`config.mk`:
```
export PLATFORM = sky130hd
export DESIGN_NAME = memory_arbiter_flat
export DESIGN_NICKNAME = d
export VERILOG_FILES = /design/src/rtl/memory_arbiter_if.sv /design/src/rtl/memory_arbiter.sv /design/src/flat_wrapper.sv
export SDC_FILE = /design/constraint.sdc
export NUM_CORES = 1
export LEC_CHECK = 0
export BUFFER_PORTS_ARGS = -buffer_cell sky130_fd_sc_hd__buf_2
export CAP_MARGIN = 10
export CORE_AREA = 3 3 116 118
export CTS_CLUSTER_DIAMETER = 40
export DETAILED_ROUTE_END_ITERATION = 12
export DIE_AREA = 0 0 119 121
export GPL_ROUTABILITY_DRIVEN = 1
export PLACE_DENSITY = 0.66
export SKIP_LAST_GASP = 1
export SYNTH_ARGS = -nofsm -noshare
export SYNTH_HDL_FRONTEND = slang
export SYNTH_SLANG_ARGS = --single-unit
```
`constraint.sdc`:
```
create_clock -name clock -period 1.15 [get_ports clock]
set_input_delay 0.0575 -clock clock [delete_from_list [all_inputs] [get_ports clock]]
set_output_delay 0.0575 -clock clock [all_outputs]
set_load 0.01 [all_outputs]
```
`src/rtl/memory_arbiter_if.sv`:
```
// MemoryInterface: request/response bundle shared by the caches, the arbiter and the RAM.
// The master side issues address/data/enables; the slave side answers with read data and completion.
interface MemoryInterface #(
  parameter int ADDRESS_WIDTH = 32,
  parameter int DATA_WIDTH    = 32
);
  logic [ADDRESS_WIDTH-1:0] address;
  logic [DATA_WIDTH-1:0]    dataOut;
  logic [DATA_WIDTH-1:0]    dataIn;
  logic                     readEnabled;
  logic                     writeEnabled;
  logic                     functionComplete;

  modport master (
    output address, dataOut, readEnabled, writeEnabled,
    input  dataIn, functionComplete
  );

  modport slave (
    input  address, dataOut, readEnabled, writeEnabled,
    output dataIn, functionComplete
  );
endinterface

```
`src/rtl/memory_arbiter.sv`:
```
// Round-robin arbiter giving one RAM port to two requesters, one whole transaction at a time,
// with a one-cycle RELEASE gap between grants so the RAM delay counter can reload.
module memory_arbiter #(
  parameter int ADDRESS_WIDTH = 32,
  parameter int DATA_WIDTH    = 32
) (
  input  logic           clock,
  input  logic           reset,
  MemoryInterface.slave  requester0,
  MemoryInterface.slave  requester1,
  MemoryInterface.master memoryInterface,
  output logic [1:0]     grant,
  output logic           busy
);

  typedef enum logic [1:0] {IDLE, BUSY, RELEASE} state_t;

  state_t                   state_q;
  logic [1:0]               grant_q;
  logic                     busy_q;
  logic                     lastServed_q;
  logic [ADDRESS_WIDTH-1:0] address_q;
  logic [DATA_WIDTH-1:0]    dataOut_q;

  logic                     req0;
  logic                     req1;
  logic                     pickOne;
  logic [1:0]               nextGrant;
  logic                     inBusy;
  logic                     ownerRead;
  logic                     ownerWrite;
  logic                     ownerReq;
  logic [ADDRESS_WIDTH-1:0] ownerAddress;
  logic [DATA_WIDTH-1:0]    ownerData;

  assign req0 = requester0.readEnabled | requester0.writeEnabled;
  assign req1 = requester1.readEnabled | requester1.writeEnabled;

  // On a tie the requester that was not served last wins.
  assign pickOne   = req1 & (~req0 | ~lastServed_q);
  assign nextGrant = pickOne ? 2'b10 : 2'b01;

  assign inBusy       = (state_q == BUSY);
  assign ownerAddress = grant_q[1] ? requester1.address      : requester0.address;
  assign ownerData    = grant_q[1] ? requester1.dataOut      : requester0.dataOut;
  assign ownerRead    = grant_q[1] ? requester1.readEnabled  : requester0.readEnabled;
  assign ownerWrite   = grant_q[1] ? requester1.writeEnabled : requester0.writeEnabled;
  assign ownerReq     = ownerRead | ownerWrite;

  // lastServed is recorded as BUSY exits, so the RELEASE-cycle arbitration already sees it.
  always_ff @(posedge clock or negedge reset) begin
    if (!reset) begin
      state_q      <= IDLE;
      grant_q      <= 2'b00;
      busy_q       <= 1'b0;
      lastServed_q <= 1'b1;
      address_q    <= '0;
      dataOut_q    <= '0;
    end else begin
      case (state_q)
        IDLE, RELEASE: begin
          if (req0 | req1) begin
            state_q <= BUSY;
            grant_q <= nextGrant;
            busy_q  <= 1'b1;
          end else begin
            state_q <= IDLE;
            grant_q <= 2'b00;
            busy_q  <= 1'b0;
          end
        end
        BUSY: begin
          address_q <= ownerAddress;
          dataOut_q <= ownerData;
          if (memoryInterface.functionComplete | ~ownerReq) begin
            state_q      <= RELEASE;
            grant_q      <= 2'b00;
            busy_q       <= 1'b0;
            lastServed_q <= grant_q[1];
          end
        end
        default: begin
          state_q <= IDLE;
          grant_q <= 2'b00;
          busy_q  <= 1'b0;
        end
      endcase
    end
  end

  assign memoryInterface.address      = inBusy ? ownerAddress : address_q;
  assign memoryInterface.dataOut      = inBusy ? ownerData : dataOut_q;
  assign memoryInterface.readEnabled  = inBusy & ownerRead;
  assign memoryInterface.writeEnabled = inBusy & ownerWrite;

  assign requester0.dataIn           = memoryInterface.dataIn;
  assign requester1.dataIn           = memoryInterface.dataIn;
  assign requester0.functionComplete = memoryInterface.functionComplete & inBusy & grant_q[0];
  assign requester1.functionComplete = memoryInterface.functionComplete & inBusy & grant_q[1];

  assign grant = grant_q;
  assign busy  = busy_q;

endmodule

```
`src/flat_wrapper.sv`:
```
// flat-port wrapper written by rule: the top's interface ports become plain ports
module memory_arbiter_flat 
#(
  parameter int ADDRESS_WIDTH = 32,
  parameter int DATA_WIDTH    = 32
)
  (clock, reset, grant, busy, requester0_address, requester0_dataOut, requester0_readEnabled, requester0_writeEnabled, requester0_dataIn, requester0_functionComplete, requester1_address, requester1_dataOut, requester1_readEnabled, requester1_writeEnabled, requester1_dataIn, requester1_functionComplete, memoryInterface_address, memoryInterface_dataOut, memoryInterface_readEnabled, memoryInterface_writeEnabled, memoryInterface_dataIn, memoryInterface_functionComplete);
  MemoryInterface #(.ADDRESS_WIDTH(ADDRESS_WIDTH), .DATA_WIDTH(DATA_WIDTH)) requester0_i ();
  MemoryInterface #(.ADDRESS_WIDTH(ADDRESS_WIDTH), .DATA_WIDTH(DATA_WIDTH)) requester1_i ();
  MemoryInterface #(.ADDRESS_WIDTH(ADDRESS_WIDTH), .DATA_WIDTH(DATA_WIDTH)) memoryInterface_i ();
  input  logic clock;
  input  logic reset;
  output logic [1:0] grant;
  output logic busy;
  input wire logic [$bits(requester0_i.address)-1:0] requester0_address;
  input wire logic [$bits(requester0_i.dataOut)-1:0] requester0_dataOut;
  input wire logic [$bits(requester0_i.readEnabled)-1:0] requester0_readEnabled;
  input wire logic [$bits(requester0_i.writeEnabled)-1:0] requester0_writeEnabled;
  output wire logic [$bits(requester0_i.dataIn)-1:0] requester0_dataIn;
  output wire logic [$bits(requester0_i.functionComplete)-1:0] requester0_functionComplete;
  input wire logic [$bits(requester1_i.address)-1:0] requester1_address;
  input wire logic [$bits(requester1_i.dataOut)-1:0] requester1_dataOut;
  input wire logic [$bits(requester1_i.readEnabled)-1:0] requester1_readEnabled;
  input wire logic [$bits(requester1_i.writeEnabled)-1:0] requester1_writeEnabled;
  output wire logic [$bits(requester1_i.dataIn)-1:0] requester1_dataIn;
  output wire logic [$bits(requester1_i.functionComplete)-1:0] requester1_functionComplete;
  output wire logic [$bits(memoryInterface_i.address)-1:0] memoryInterface_address;
  output wire logic [$bits(memoryInterface_i.dataOut)-1:0] memoryInterface_dataOut;
  output wire logic [$bits(memoryInterface_i.readEnabled)-1:0] memoryInterface_readEnabled;
  output wire logic [$bits(memoryInterface_i.writeEnabled)-1:0] memoryInterface_writeEnabled;
  input wire logic [$bits(memoryInterface_i.dataIn)-1:0] memoryInterface_dataIn;
  input wire logic [$bits(memoryInterface_i.functionComplete)-1:0] memoryInterface_functionComplete;
  assign requester0_i.address = requester0_address;
  assign requester0_i.dataOut = requester0_dataOut;
  assign requester0_i.readEnabled = requester0_readEnabled;
  assign requester0_i.writeEnabled = requester0_writeEnabled;
  assign requester0_dataIn = requester0_i.dataIn;
  assign requester0_functionComplete = requester0_i.functionComplete;
  assign requester1_i.address = requester1_address;
  assign requester1_i.dataOut = requester1_dataOut;
  assign requester1_i.readEnabled = requester1_readEnabled;
  assign requester1_i.writeEnabled = requester1_writeEnabled;
  assign requester1_dataIn = requester1_i.dataIn;
  assign requester1_functionComplete = requester1_i.functionComplete;
  assign memoryInterface_address = memoryInterface_i.address;
  assign memoryInterface_dataOut = memoryInterface_i.dataOut;
  assign memoryInterface_readEnabled = memoryInterface_i.readEnabled;
  assign memoryInterface_writeEnabled = memoryInterface_i.writeEnabled;
  assign memoryInterface_i.dataIn = memoryInterface_dataIn;
  assign memoryInterface_i.functionComplete = memoryInterface_functionComplete;
  memory_arbiter #(.ADDRESS_WIDTH(ADDRESS_WIDTH), .DATA_WIDTH(DATA_WIDTH)) u_core (.clock(clock), .reset(reset), .requester0(requester0_i), .requester1(requester1_i), .memoryInterface(memoryInterface_i), .grant(grant), .busy(busy));
endmodule
```
==> summary.txt <==
status - complete, but fails checks
failing checks - negative setup slack
hold slack final - 0.0184 ns
area fraction in and, or, nand and nor cells after synthesis - 8.97%
placed cell count - 683
average vias per placed instance - 4.53
clock network fraction of design power - 17.6%
routed via count - 3263
count of input and output buffers - 205
Final HPWL DP - 7570 um
insertion delay of the later-clocked pin in the worst-skew pair - 0.33 ns
Critical Path Start - u_core.state_q[1]$_DFFE_PN0P_
num rows - 41
Synth Area in Compound Gates - 10.3%
per-cell routed wire length - 14.8 um
Std-Cell Core Area - 12600 um^2
Tcrit/Tclk final - 142%
main combinational cell family by area after synthesis - multiplexers
number of remaining DRC errors - 0
clock buffer depth - 2
Worst path slowest cell - sky130_fd_sc_hd__dfrtp_1
Hold Fails Final Rpt - 0
final non-filler cell total - 721
clock tree from TritonCTS - done
share of synthesized cell area in full adder, half adder and majority cells - 0%
pins over their slew limit - 0
antenna-violating nets left - 0
wire length of the first global-routing pass - 15700 um
Slew @ Worst Pin - 0.413 ns
setup repair after global routing missed its margin - true
sum of routed wire length over all layers - 10700 um
Worst Setup Path Type - register to output pin
Syn Nets - 542
Crit path depth - 6
power per unit of standard cell area - 3220 nW/um^2
Crit path required time - 1.09 ns
antenna cell count - 0
Max transition margin - 72.3%
max_cap viols - 0
sequential element share of the synthesized area - 46.9%
cells after synthesis - 375
number of antenna violations at the first check in global routing - 0
DR pass1 iterations - 4
synthesized flop and latch total - 70
post-layout net count - 711
H-tree levels - 3
Max Fclk - 612 MHz
arrival time at the worst endpoint - 1.58 ns
cell area after synthesis - 3740 um^2
crit end category - output pin
largest fanout of any net on the critical path - 6
clock period minus final worst setup slack - 1.63 ns
Starting DRT DRC Count - 48
area added between synthesis and finish - 52.3%
total I/O pin count - 302
number of clock sinks - 70
setup slack of the most critical reg-to-reg path - -0.17 ns
overall die height - 121 um
endpoint of the most critical setup path - memoryInterface_dataOut[23]
leading cell type in the layout, fill and taps excluded - sky130_fd_sc_hd__buf_2
family with the most delay on the worst path - buffers and inverters
area of the die - 14400 um^2
dominant synthesized flop cell - sky130_fd_sc_hd__dfrtp_1
Internal Dissipation - 11.1 mW
asr flop ratio synth - 100%
element type at the critical path start - register
die boundary width - 119 um
vias in the first global route - 3190
largest net degree at the start of global routing - 41
Worst Skew - 0.00531 ns
total non-filler cell area in the finished layout - 5690 um^2
highest ir drop seen on vdd - 1.49 mV
standard cell area after detailed placement - 4870 um^2
global-route total usage across every layer - 13.8%
GRT overflow - 0
area taken by flip-flops and latches - 1760 um^2
net load switching power - 7.24 mW
Starting Density - 29.7%
count of cells along the worst register-to-register path - 6
post-synthesis cell type count - 25
reg-to-reg endpoint - u_core.dataOut_q[21]$_DFF_PN0_
area of the multi-input gates - 1830 um^2
start of the worst register-to-register path - u_core.state_q[1]$_DFFE_PN0P_
TritonCTS buffer count - 9
multiplexer area fraction after synthesis - 17.7%
FILL cells - 1174
Synthesis Warnings - 0
path type of the worst min-delay path - primary input to register
CP cell instances - nand2b_4 > buf_12 > clkbuf_16 > nand2_2 > o21ai_2 > buf_2
fraction of final layout cells with drive strength greater than 1 - 66.8%
CTS clk-pin slew, worst paths - 0.05 ns
combinational share of power - 58.8%
sequential cell fraction of total power - 23.6%
fin worst setup slack - -0.483 ns
Hold Startpoint - requester0_address[31]
number of setup violations in the final report - 123
number of synthesized flops with an enable pin - 0
buffer and inverter count on the worst path - 3
fraction of the core area covered by cells at the end of the flow - 45.3%
synthesized-area fraction occupied by xor and xnor cells - 0%
total leakage power - 2.84 nW
synthesized area per cell - 9.97 um^2
clk root buf - sky130_fd_sc_hd__clkbuf_16
sw frac - 39.6%
largest incremental delay on the critical path - 0.41 ns
most frequent cells in the layout - sky130_fd_sc_hd__buf_2 (203), sky130_fd_sc_hd__dfrtp_1 (67), sky130_fd_sc_hd__o21ai_2 (62), sky130_fd_sc_hd__mux2i_1 (55), sky130_fd_sc_hd__nand2_1 (37)
weighted congestion reported at the end of routability-driven placement - 0.759
-- tightest hold or removal path: cells and delay by family --
kind / cells / cell delay, ns
mux: 1 / 0.06
compound gates: 1 / 0.12
buf+inv: 1 / 0.07
-- power groups by stage --
stage	combinational, mW	sequential [mW]	clock, mW
CTS	9.61	4.21	3.32
finish	10.8	4.32	3.22
detailed placement	9.05	4.22	0
global route	11.7	4.44	3.44
global placement	8.92	4.15	0
floorplan	6.32	4.07	0
-- Yosys cell counts, drive strengths merged (2+ instances only) --
cell | number | area, um^2
and3 | 2 | 12.5
nand2 | 65 | 244
o21ai | 65 | 325
buf | 81 | 586
clkbuf | 5 | 18.8
dfrtp | 69 | 1730
a211oi | 2 | 20.0
mux2i | 66 | 661
nor2 | 7 | 26.3
-- cell families (layout without fill, tap and decap cells) --
logic type | after synthesis | after routing
mux | 66 | 66
flops | 70 | 70
buf+inv | 86 | 259
compound gates | 72 | 72
simple gates | 81 | 82
-- worst min-delay path by stage --
stage | to | slack [ns] | depth (start not counted)
detailed placement | u_core.busy$_DFFE_PN0P_ | -0.07 | 1
CTS | u_core.dataOut_q[26]$_DFF_PN0_ | 0.001 | 3
global route | u_core.address_q[30]$_DFF_PN0_ | 0.02 | 3
floorplan | u_core.address_q[0]$_DFF_PN0_ | -0.24 | 0
global placement | u_core.dataOut_q[3]$_DFF_PN0_ | -0.07 | 1
finish | u_core.address_q[31]$_DFF_PN0_ | 0.02 | 3
-- state kept, by name (all words and copies together), names as in the netlist --
register             cells
u_core.dataOut_q        32
u_core.lastServed_q      1
u_core.grant             2
u_core.address_q        32
u_core.state_q           2
u_core.busy              1
-- stage by stage --
stage	total power [mW]	TNS [ns]	setup slack [ns]
final	18.3	-32.10	-0.483
after global routing	19.5	-41.34	-0.554
after CTS	17.1	-33.95	-0.505
after detailed placement	13.3	-7.63	-0.139
after global placement	13.1	-4.85	-0.113
after floorplan	10.4	-1.55	-0.0276
-- layout make-up --
class / instances / area share (%)
Multi-Input combinational cell: 220 / 32.1
Clock inverter: 3 / 1.58
Sequential cell: 70 / 30.9
Clock buffer: 13 / 4.57
Tap cell: 172 / 3.78
Timing Repair Buffer: 243 / 27.1
-- timing repair --
action,4_1_cts,5_1_grt
endpoints found under the hold margin,72,0
setup endpoints to repair,133,138
gates cloned,3,4
hold buffers,5,0
resized for setup,7,46
pin swaps,4,6
buffers inserted,2,8
-- metal layers --
| layer | vias up | routed length, um | track usage [%] |
|---|---|---|---|
| met2 | 172 | 5460 | 23.6 |
| li1 | 1571 | - | - |
| met4 | 0 | 193 | 6.44 |
| met5 | - | 0 | 0 |
| met3 | 18 | 902 | 5.03 |
| met1 | 1502 | 4100 | 15.2 |
No activity file was read; power rests on OpenSTA's default activity.
